### config.mk
export PLATFORM = sky130hd
export DESIGN_NAME = div32_seq
export DESIGN_NICKNAME = d
export VERILOG_FILES = /design/src/rtl/div32_seq.sv
export SDC_FILE = /design/constraint.sdc
export NUM_CORES = 1
export LEC_CHECK = 0
export BUFFER_PORTS_ARGS = -buffer_cell sky130_fd_sc_hd__buf_2
export CORE_AREA = 2 2 170 172
export DETAILED_ROUTE_END_ITERATION = 8
export DIE_AREA = 0 0 172 174
export HOLD_SLACK_MARGIN = 0.15
export PLACE_DENSITY = 0.57
export SETUP_SLACK_MARGIN = 0.5
export SYNTH_ARGS = -nofsm -noshare
export SYNTH_HDL_FRONTEND = slang
export SYNTH_SLANG_ARGS = --single-unit
### constraint.sdc
create_clock -name clk -period 7.9 [get_ports clk]
set_input_delay 1.58 -clock clk [delete_from_list [all_inputs] [get_ports clk]]
set_output_delay 1.58 -clock clk [all_outputs]
set_load 0.05 [all_outputs]
### src/rtl/div32_seq.sv
// Multi-cycle restoring divider for MIPS DIV/DIVU: one trial subtraction per clock,
// signed operands handled as magnitudes with a final sign fix, busy/done handshakes.
module div32_seq #(
  parameter int WIDTH = 32
) (
  input  logic             clk,
  input  logic             rst,
  input  logic             start,
  input  logic             sign,
  input  logic             cancel,
  input  logic [WIDTH-1:0] a,
  input  logic [WIDTH-1:0] b,
  output logic             busy,
  output logic             done,
  output logic [WIDTH-1:0] q,
  output logic [WIDTH-1:0] r,
  output logic             dz
);

  localparam int CW = $clog2(WIDTH) + 1;
  localparam logic [CW-1:0] LAST_ITER = CW'(WIDTH - 1);

  typedef enum logic [1:0] {S_IDLE, S_RUN, S_FIX, S_DONE} state_t;

  state_t           r_state;
  logic [CW-1:0]    r_cnt;
  logic [WIDTH-1:0] r_dvd;
  logic [WIDTH-1:0] r_dvs;
  logic [WIDTH-1:0] r_rem;
  logic [WIDTH-1:0] r_q;
  logic [WIDTH-1:0] r_r;
  logic             r_neg_q;
  logic             r_neg_r;
  logic             r_dz_pend;
  logic             r_dz;
  logic             r_busy;
  logic             r_done;

  logic [WIDTH-1:0] w_a_mag;
  logic [WIDTH-1:0] w_b_mag;
  logic [WIDTH:0]   w_shift;
  logic [WIDTH-1:0] w_diff;
  logic             w_borrow;

  assign w_a_mag  = (sign && a[WIDTH-1]) ? -a : a;
  assign w_b_mag  = (sign && b[WIDTH-1]) ? -b : b;
  assign w_shift  = {r_rem, r_dvd[WIDTH-1]};
  assign w_diff   = w_shift[WIDTH-1:0] - r_dvs;
  assign w_borrow = (w_shift < {1'b0, r_dvs});

  always_ff @(posedge clk or posedge rst) begin
    if (rst) begin
      r_state   <= S_IDLE;
      r_cnt     <= '0;
      r_dvd     <= '0;
      r_dvs     <= '0;
      r_rem     <= '0;
      r_q       <= '0;
      r_r       <= '0;
      r_neg_q   <= 1'b0;
      r_neg_r   <= 1'b0;
      r_dz_pend <= 1'b0;
      r_dz      <= 1'b0;
      r_busy    <= 1'b0;
      r_done    <= 1'b0;
    end else begin
      r_done <= 1'b0;
      case (r_state)
        S_IDLE, S_DONE: begin
          if (start) begin
            r_dvd     <= w_a_mag;
            r_dvs     <= w_b_mag;
            r_rem     <= '0;
            r_cnt     <= '0;
            r_neg_q   <= sign & (a[WIDTH-1] ^ b[WIDTH-1]);
            r_neg_r   <= sign & a[WIDTH-1];
            r_dz_pend <= (b == '0);
            r_busy    <= 1'b1;
            r_state   <= S_RUN;
          end else begin
            r_state <= S_IDLE;
          end
        end
        S_RUN: begin
          if (cancel) begin
            r_busy  <= 1'b0;
            r_state <= S_IDLE;
          end else begin
            // The dividend register doubles as the quotient shift register.
            if (w_borrow) begin
              r_rem <= w_shift[WIDTH-1:0];
              r_dvd <= {r_dvd[WIDTH-2:0], 1'b0};
            end else begin
              r_rem <= w_diff;
              r_dvd <= {r_dvd[WIDTH-2:0], 1'b1};
            end
            r_cnt <= r_cnt + 1'b1;
            if (r_cnt == LAST_ITER)
              r_state <= S_FIX;
          end
        end
        S_FIX: begin
          if (cancel) begin
            r_busy  <= 1'b0;
            r_state <= S_IDLE;
          end else begin
            // Divide-by-zero keeps the all-ones quotient; negating the remainder restores a.
            r_q     <= (r_neg_q && !r_dz_pend) ? -r_dvd : r_dvd;
            r_r     <= r_neg_r ? -r_rem : r_rem;
            r_dz    <= r_dz_pend;
            r_busy  <= 1'b0;
            r_done  <= 1'b1;
            r_state <= S_DONE;
          end
        end
        default: r_state <= S_IDLE;
      endcase
    end
  end

  assign busy = r_busy;
  assign done = r_done;
  assign q    = r_q;
  assign r    = r_r;
  assign dz   = r_dz;

endmodule
# Word level (Yosys, flattened, before mapping)
# Cells that the tools add are included.
# word_totals
ff_bits,174
latchBits,0
ramBits,0
romBits,0
inputBits,69
word_cells,69
memories,0
# op_classes
addsub,6
n_mul,0
n_div,0
magnitude_cmp,1
eq_ne,8
shift,0
mux,25
n_bitwise,4
n_reduce_logical,12
# ops
op,n
32-bit two-way mux,9
32-bit negation,4
32-bit case mux with 2 select lines,2
33-bit by 32-bit < comparator with 1-bit output,1
32-bit logical NOT,1
32-bit subtractor,1
6-bit two-way mux,2
6-bit case mux with 2 select lines,1
"6-bit by 1-bit adder with 6-bit output, second input constant",1
"6-bit by 5-bit equality test with 1-bit output, second input constant",1
1-bit two-way mux,6
2-bit two-way mux,3
"2-bit != test, second input constant",3
2-bit case mux with 3 select lines,1
2-bit AND reduction,3
"2-bit equality test, second input constant",2
1-bit logical AND,3
"3-bit != test, second input constant",1
1-bit case mux with 3 select lines,1
3-bit AND reduction,1
1-bit bitwise AND,2
"2-bit by 1-bit equality test with 1-bit output, second input constant",1
2-bit logical NOT,1
2-bit nonzero test,1
other kinds (4),4

# Depth between registers and ports, before layout
# depth
depth_word,4
ltp_mapped,12
ltp_nobuf,12

# Worst setup path before layout
# Ideal clock, no wire load.
# synth_path
path_kind,input to register
from,input a[4]
to,register r_dvd[29]
t_arrival_ps,3884
slack_ps,3887
path_stages,9
path_buffers,0
path_cell_list,or4_4 -> nor4_4 -> and3_4 -> nand2_2 -> or3_4 -> or4_4 -> o41ai_4 -> xor2_1 -> o21ai_1
# synth_between
elab_chain_cells,4
# synth_rtl
element,line_no,rtl
"start, declared",11,"input logic [WIDTH-1:0] a,"
32-bit negation,45,assign w_a_mag = (sign && a[WIDTH-1]) ? -a : a;
32-bit two-way mux,45,
32-bit two-way mux,70,if (start) begin
32-bit case mux with 2 select lines,68,case (r_state)
"end signal, assigned",71,r_dvd <= w_a_mag;
"end signal, assigned",92,"r_dvd <= {r_dvd[WIDTH-2:0], 1'b0};"
"end signal, assigned",95,"r_dvd <= {r_dvd[WIDTH-2:0], 1'b1};"
"end, declared",27,logic [WIDTH-1:0] r_dvd;
# No other way between the ends. The select of a mux whose other input is x is not followed.
# A chain may end at the register's enable or synchronous reset.

# Worst setup path after layout
# layout_path
from,input a[4]
to,register r_dvd[27]
# The elaborated chain is that of the path after synthesis.

==> results.ini <==
[clocking]
post_cts_resized = 0
clkSinkCount = 174
cts_buffers = 17
clockBufferDepth = 2
cts_tree = yes
clk_latency_ps = 440
cts-root-buf = clkbuf_16
path_clk_slew_ps = 70
postCtsSetupBuffers = 0
cts_hold_buf = 0
htree_num_levels = 4

[timing]
fmax_mhz = 258.5
hold_ws_ps = 472.0
fin_crit_sh_pct = 48.97
tns_ps = 0
hold_viol_final = 0
setup_violations = 0
tightest_slew_ps = 1104
relSlewSlack_pct = 26.40
slew_violations = 0
rsz0062_at_grt = false
fin_skew_ps = 12.86
fin_crit_ps = 3868

[final_layout]
final_cells = 1801
num_antenna_cells = 0
drive_above_1_share_pct = 14.61
utilization_pct = 45.01
fin_nets = 1513
areaGrowthSynthToFinish_pct = 14.83
num-fill-cells = 2869

[route]
wl_um = 28130
drcViolationCount = 0
routedWlPerCell_um = 15.62
via_count = 9281
viasPerCell = 5.153
first_pass_iters = 5
drt_iter0_drc = 608
final_antenna_net_count = 0

[synthesis]
synth_edf_count = 0
synth_flop_cell = dfrtp_1
synthCells = 1300
yosysMostFrequentCell = o21ai_0
yosys-top-cells-area = dfrtp_1, o21ai_0, nand2_1, xor2_1, xnor2_1
ys_seq_area_share_pct = 39.34
yosys.area.top_type = dfrtp_1
synth.avg_cell_area_sq_um = 8.513
async_flop_share_pct = 100.0
netlist.area_leader.share_pct = 39.34
syn-cell-area_sq_mm = 0.01107
yosysWarnings = 0
synth_cell_types = 63
yosys-top-cells-count = o21ai_0, nand2_1, dfrtp_1, a21oi_1, xor2_1
ys_seq_elements = 174
syn-num-nets = 1409

[power]
switchingPower_w = 0.001143
swShare_pct = 37.05
total_power_w = 0.003085
internal-power_w = 0.001942
cellPowerDensity_mw_per_mm2 = 242.7
p_leak_nw = 5.822
clockPowerShare_pct = 28.9
p_comb_share_pct = 32.6
p_seq_share_pct = 38.5
max-vdd-ir-drop_mv = 0.1662

[critical_path]
cp.required_ps = 8210
crit_type = in2reg
worstRegToRegCells = 11
worstSetupStartpointType = input pin
critical_path_arrival_ps = 4180
worstPathMaxFanout = 6
end_kind = flop

[global_routing]
grt_pass1_vias = 8743
grt_max_degree = 115
antenna_found_initial = 0
grt_usage_pct = 19.19
grt_pass1_wl_um = 46050
overflow = 0

[die]
initial_core_util_pct = 39.19
die_y_um = 174
dieArea_sq_mm = 0.02993
die_w_um = 172
std_cell_rows = 62
core_area_sq_mm = 0.02824
pin_count = 136

[worst_hold_path]
whs_path_depth = 2
hold_class = reg2reg

[placement]
dp_cells = 1769
io_buffers = 135
place.gp.congestion = 0.8957
dp_hpwl_um = 20840

[outcome]
status = completed

[job]
cap_violations = 0

-- path summary, 6_finish.rpt --
kind | startpoint | to | slack [ps]
worst max-delay path | a[4] | r_dvd[27]$_DFFE_PP0P_ | 4030
worst min-delay path | r[13]$_DFFE_PP0P_ | r[13]$_DFFE_PP0P_ | 470
worst max register to register | r_rem[5]$_DFFE_PP0P_ | r_rem[29]$_DFFE_PP0P_ | 4260
worst min register to register | r[13]$_DFFE_PP0P_ | r[13]$_DFFE_PP0P_ | 470
max in group asynchronous | rst | r_rem[18]$_DFFE_PP0P_ | 4930
min in group asynchronous | rst | r[15]$_DFFE_PP0P_ | 1310
-- final cells by class --
cell class	count	area, sq um	area share (%)
Clock inverter	14	181.4	1.428
Multi-Input combinational cell	1007	6290	49.49
Clock buffer	18	429.2	3.377
Tap cell	384	480.5	3.781
Inverter	60	230.2	1.812
Sequential cell	174	4354	34.26
Timing Repair Buffer	144	743.2	5.848
-- cells by family after synthesis --
family                     share of synthesized area [%]
buffers and inverters                              4.081
muxes                                              2.533
DFF                                                39.34
xor gates and xnor gates                           11.71
adders and majority gates                          4.590
and+or+nand+nor                                    16.69
AOI/OAI and AO/OA                                  21.05
-- registers in the layout, indices dropped and copies added (netlist names) --
register / count
done: 1
r: 32
r_dvd: 32
r_cnt: 6
q: 32
r_rem: 32
r_dz_pend: 1
r_neg_r: 1
dz: 1
r_neg_q: 1
r_dvs: 32
r_state: 2
busy: 1
-- power groups by stage --
stage	logic [W]	clock network, W	registers, W
final	0.00100	0.000892	0.00119
after global routing	0.00114	0.000948	0.00121
after CTS	0.00101	0.000912	0.00119
after floorplan	0.000785	0	0.00115
after detailed placement	0.00100	0	0.00120
after global placement	0.000996	0	0.00120
-- cell usage in the layout (no fill, tap or decap), drive strengths merged, types with 4 or more instances in the layout --
cell type	n
a22oi	11
mux2i	28
nand4	4
clkbuf	18
nor2b	4
or4	11
o21ai	208
o41ai	14
nand2	203
o211ai	4
dfrtp	174
buf	144
nand3	17
o21bai	6
nand2b	14
a21oi	84
a31oi	5
nor2	66
nor4	12
o2bb2a	5
xnor2	64
ha	39
or3	21
o21a	4
o31ai	22
a21o	12
a22o	4
or2	10
nor3	15
inv	66
and2	7
xor2	84
-- layer usage --
layer  track usage (%)  part of all wire (%)
met1             28.96                    52
met2             28.93                    44
met3             2.732                   3.5
met5                 0                     0
met4             4.482                   1.1
-- critical path, cell delays in order --
cell and delay [ps]:
buf_2 120, or4_4 580, nor4_4 210, and3_4 260, nand2_2 80, or3_4 360
or4_4 520, o21ai_0 220, xor2_1 160, o21ai_0 80
-- through the flow --
step / area, sq um / setup WS [ps]
5_1_grt: 12710 / 3878
4_1_cts: 12710 / 4047
3_5_place_dp: 12100 / 3602
2_1_floorplan: 11070 / 1603
6_report: 12710 / 4032
3_3_place_gp: 12100 / 3610
(Power assumes the default switching activity.)
